$ cat config.mk
export PLATFORM = sky130hd
export DESIGN_NAME = ureg_nbit
export DESIGN_NICKNAME = d
export VERILOG_FILES = /design/src/rtl/ureg_pkg.sv /design/src/rtl/ureg_nbit.sv
export SDC_FILE = /design/constraint.sdc
export NUM_CORES = 1
export LEC_CHECK = 0
export CAP_MARGIN = 20
export CORE_MARGIN = 2
export CORE_UTILIZATION = 27
export CTS_BUF_LIST = sky130_fd_sc_hd__clkbuf_8 sky130_fd_sc_hd__clkbuf_16
export DETAILED_ROUTE_END_ITERATION = 10
export PLACE_DENSITY = 0.53
export REMOVE_ABC_BUFFERS = 1
export SYNTH_ARGS = -nofsm -noshare
export SYNTH_HDL_FRONTEND = slang
export SYNTH_SLANG_ARGS = --single-unit
$ cat constraint.sdc
create_clock -name clk -period 1.8 [get_ports clk]
set_input_delay 0.36 -clock clk [delete_from_list [all_inputs] [get_ports clk]]
set_output_delay 0.36 -clock clk [all_outputs]
set_load 0.01 [all_outputs]
$ cat src/rtl/ureg_pkg.sv
// Shared encodings for ureg_nbit: operation modes and sequencer states.
package ureg_pkg;

  typedef enum logic [1:0] {
    SL = 2'b00,
    SR = 2'b01,
    RL = 2'b10,
    RR = 2'b11
  } mode_t;

  typedef enum logic [1:0] {
    IDLE  = 2'b00,
    SHIFT = 2'b01,
    DONE  = 2'b10
  } state_t;

endpackage

$ cat src/rtl/ureg_nbit.sv
// Universal N-bit register: parallel load plus multi-cycle shift/rotate sequences.
// Optional build macro UREG_PARITY_EN adds a combinational parity output.
module ureg_nbit
  import ureg_pkg::*;
#(
  parameter int WIDTH = 8,
  localparam int SHAMT_W = $clog2(WIDTH) + 1
) (
  input  logic               clk,
  input  logic               reset,
  input  logic               pl,
  input  logic [WIDTH-1:0]   in,
  input  logic               start,
  input  logic [1:0]         mode,
  input  logic [SHAMT_W-1:0] shamt,
  input  logic               sin,
  output logic [WIDTH-1:0]   out,
  output logic               sout,
  output logic               busy,
  output logic               done
`ifdef UREG_PARITY_EN
  ,
  output logic               parity
`endif
);

  // Handshake: start is a level request sampled only in IDLE (pl has priority);
  // busy is high for every cycle spent shifting and done pulses for exactly one
  // cycle when the sequence finishes. pl/start are ignored while busy or done.

  state_t             state_q, state_d;
  mode_t              mode_q, mode_d;
  logic [SHAMT_W-1:0] cnt_q, cnt_d;
  logic [WIDTH-1:0]   out_d;
  logic               sout_d;
  logic [SHAMT_W-1:0] shamt_sat;

  assign shamt_sat = (shamt > SHAMT_W'(WIDTH)) ? SHAMT_W'(WIDTH) : shamt;

  always_comb begin
    state_d = state_q;
    mode_d  = mode_q;
    cnt_d   = cnt_q;
    out_d   = out;
    sout_d  = sout;
    unique case (state_q)
      IDLE: begin
        if (pl) begin
          out_d = in;
        end else if (start) begin
          if (shamt == '0) begin
            state_d = DONE;
          end else begin
            mode_d  = mode_t'(mode);
            cnt_d   = shamt_sat;
            state_d = SHIFT;
          end
        end
      end
      SHIFT: begin
        // sin is taken live on each shift edge; mode and count were frozen at start
        unique case (mode_q)
          SL: begin
            out_d  = {out[WIDTH-2:0], sin};
            sout_d = out[WIDTH-1];
          end
          SR: begin
            out_d  = {sin, out[WIDTH-1:1]};
            sout_d = out[0];
          end
          RL: begin
            out_d  = {out[WIDTH-2:0], out[WIDTH-1]};
            sout_d = out[WIDTH-1];
          end
          RR: begin
            out_d  = {out[0], out[WIDTH-1:1]};
            sout_d = out[0];
          end
          default: begin
            out_d  = out;
            sout_d = sout;
          end
        endcase
        cnt_d = cnt_q - SHAMT_W'(1);
        if (cnt_q == SHAMT_W'(1)) begin
          state_d = DONE;
        end
      end
      DONE: begin
        state_d = IDLE;
      end
      default: begin
        state_d = IDLE;
      end
    endcase
  end

  always_ff @(posedge clk) begin
    if (reset) begin
      state_q <= IDLE;
      mode_q  <= SL;
      cnt_q   <= '0;
      out     <= '0;
      sout    <= 1'b0;
    end else begin
      state_q <= state_d;
      mode_q  <= mode_d;
      cnt_q   <= cnt_d;
      out     <= out_d;
      sout    <= sout_d;
    end
  end

  assign busy = (state_q == SHIFT);
  assign done = (state_q == DONE);

`ifdef UREG_PARITY_EN
  assign parity = ^out;
`endif

endmodule
==> impl_metrics.yaml <==
yosys:
  synth_edf_count: 0
  ys.flop_type: "dfxtp_1"
  synthArstFlopShare_pct: 0
  yosys.cell_types.count: 31
  synth_area_leaders: "dfxtp_1 34%, mux2i_1 11%, nor2_1 8.7%"
  syn_inst: 120
  synth_top_area_cell: "dfxtp_1"
  ys_warn_count: 0
  ys_seq_area_share_pct: 34.4
  yosysMostFrequentCell: "nor2_1"
  yosysTopAreaCellShare_pct: 34.4
  yosys-top-cells-count: "23 x nor2_1, 17 x dfxtp_1, 12 x a21oi_1, 11 x mux2i_1, 8 x a211oi_1"
  ys_ff_latch: 17
  synth_area_per_cell_um2: 8.24
  syn-cell-area_um2: 988
critical_path:
  worst-r2r-setup-slack_ns: 0.46
  start_kind: "flop"
  reg2reg_from: "state_q[1]$_SDFFE_PP0P_"
  crit_buf_inv: 2
  cp_cell_sequence: "nand2b_1 -> inv_1 -> clkdlybuf4s50_1"
  required_ns: 1.44
  cp-end-kind: "primary output"
  regToRegEndpoint: "cnt_q[1]$_SDFFE_PP0P_"
  max_stage_delay_ns: 0.53
  crit_slowest_cell: "clkdlybuf4s50_1"
  worst_ep_arrival_time_ns: 1.37
  crit_family: "buffers and inverters"
  crit_type: "flop to primary output"
  cp_max_fo: 7
  worstRegToRegCells: 5
detailed_routing:
  met3_length_um: 135
  dr_wl_met2_um: 1170
  viasPerCell: 4.77
  ant_nets: 0
  top_layer: "met4"
  drc: 0
  drt_first_pass_iters: 4
  met1_length_um: 1290
  routedWlPerCell_um: 13.0
  wirelength_um: 2650
  vias: 974
  dr.first_iter.drc_count: 19
pwr:
  swShare_pct: 29.8
  powerDensity_mw_per_mm2: 729
  p_leak_nw: 0.545
  combinationalPowerShare_pct: 29.3
  power.net_switching_uw: 311
  total_power_mw: 1.04
  p_clk_share_pct: 27.4
  p_int_uw: 733
  p_seq_share_pct: 43.3
  peakVddDrop_uv: 247
status:
  status: "complete, no violations"
clocking:
  cts_buffer_depth: 2
  clock_sinks: 17
  h-tree-depth: 1
  cts_root_buffer: "clkbuf_8"
  post_cts_buffers: 0
  clock_latency_ns: 0.25
  numCtsBuffers: 3
  tritoncts: "yes"
  clkSlewWorstSetupHoldPaths_ns: 0.07
  postCtsHoldBufs: 0
timing:
  tns_ns: 0
  slew_viol_final: 0
  worst_slack_ns: 0.0692
  skew_ns: 0.00295
  setup_viol: 0
  max_clock_freq_mhz: 578
  min_period_ns: 1.73
  hold_viol_final: 0
  worst_pin_slew_ns: 0.519
  fin_crit_sh_pct: 96.2
  max_slew_margin_pct: 65.4
  rsz0062_at_grt: "no"
final_layout:
  nNetsFinal: 180
  fin_util_pct: 41.9
  area_growth_pct: 44.9
  fin_area_mm2: 0.00143
  drive_gt1_share_pct: 14.6
  antennaDiodeCount: 0
floorplanning:
  fp.coreArea_mm2: 0.00342
  initial_core_util_pct: 28.9
  num_io_pins: 30
  fp.dieArea_mm2: 0.00416
  placement_rows: 21
  die_w_um: 64.5
  dieHeight_um: 64.5
global_routing:
  grt.overflow.total: 0
  grt_pass1_wl_um: 4540
  grt_max_degree: 13
  grt_use_total_pct: 14.0
  antenna_found_initial: 0
  first_global_vias: 998
place:
  place_hpwl_um: 2020
  gp_congestion: 0.821
  port_buffers: 29
  placed_area_mm2: 0.00139
  place_ws_ns: -0.107
worst_hold_path:
  hp-class: "flop to flop"
  hp-start: "cnt_q[3]$_SDFFE_PP0P_"
  hold_end: "cnt_q[3]$_SDFFE_PP0P_"
  worstHoldPathCells: 2
job:
  drv_cap: 0
-- layer usage --
layer | GRT usage, % | vias up
li1 | - | 502
met1 | 17.7 | 438
met2 | 22.3 | 29
met3 | 2.95 | 5
met4 | 7.45 | 0
met5 | 0 | -
-- sequential cells by signal, indices dropped and copies added, names as in the netlist --
register and flops:
cnt_q 4, sout 1, out 8, state_q 2
mode_q 2
-- through the flow --
step                hold slack, ns  cells
global placement             0.481    200
CTS                          0.495    204
detailed placement           0.483    200
finish                       0.491    204
global route                 0.539    204
floorplan                    0.429    113
-- cell usage in the layout, fill, tap and decap left out --
cell type	count
nor4b_1	1
or4_4	1
clkbuf_8	3
nand3_1	1
nand3b_1	2
a22o_2	1
a211o_1	2
nor3_1	5
mux2i_1	11
o311a_2	1
nor4_1	1
inv_1	8
a21oi_1	12
a2111o_1	1
ha_1	2
o21ai_0	3
o21bai_2	1
buf_4	12
clkdlybuf4s50_1	29
dfxtp_1	15
dfxtp_2	2
nand2_1	5
nor2_1	23
nand3_2	1
a211oi_1	8
nor2_8	1
nor2b_1	2
nand2b_1	1
a2111oi_0	1
o31ai_1	2
-- worst max path at each step --
stage / startpoint / end / slack [ns] / cells past startpoint
global placement: shamt[2] / mode_q[1]$_SDFFE_PP0P_ / -0.06 / 5
global route: state_q[1]$_SDFFE_PP0P_ / busy / 0.001 / 3
detailed placement: shamt[2] / mode_q[0]$_SDFFE_PP0P_ / -0.11 / 5
floorplan: state_q[0]$_SDFFE_PP0P_ / cnt_q[3]$_SDFFE_PP0P_ / 0.11 / 5
finish: state_q[1]$_SDFFE_PP0P_ / busy / 0.07 / 3
CTS: state_q[1]$_SDFFE_PP0P_ / done / 0.01 / 2
-- power groups by stage --
| stage | clock network [mW] | registers [mW] | logic, mW |
|---|---|---|---|
| floorplan | 0 | 0.464 | 0.137 |
| global placement | 0 | 0.459 | 0.304 |
| detailed placement | 0 | 0.458 | 0.306 |
| CTS | 0.298 | 0.451 | 0.309 |
| global route | 0.320 | 0.458 | 0.336 |
| finish | 0.286 | 0.451 | 0.306 |
-- kinds of logic after synthesis --
logic type | Yosys count | synth area share [%]
simple gates | 44 | 22.8
mux | 11 | 11.1
fa+ha+maj | 2 | 2.53
flops | 17 | 34.4
buf+inv | 14 | 6.83
compound gates | 32 | 22.3
-- cell type report --
cell class,instances,area [um2]
sequential,17,343
fill,361,1980
clock inverter,1,3.75
timing repair buffer,41,380
inverter,7,26.3
clock buffer,3,41.3
tap,46,57.6
multi-input combinational,89,581
-- tightest hold or removal path, delay by kind of cell, from the launching register on --
family | cells | cell delay [ns]
compound gates | 2 | 0.12
flops | 1 | 0.32
-- timing repair --
item | CTS | global route
hold endpoints to repair | 0 | 0
setup endpoints to repair | 1 | 2
resized for setup | 1 | 1
No activity file was read; power rests on OpenSTA's default activity.
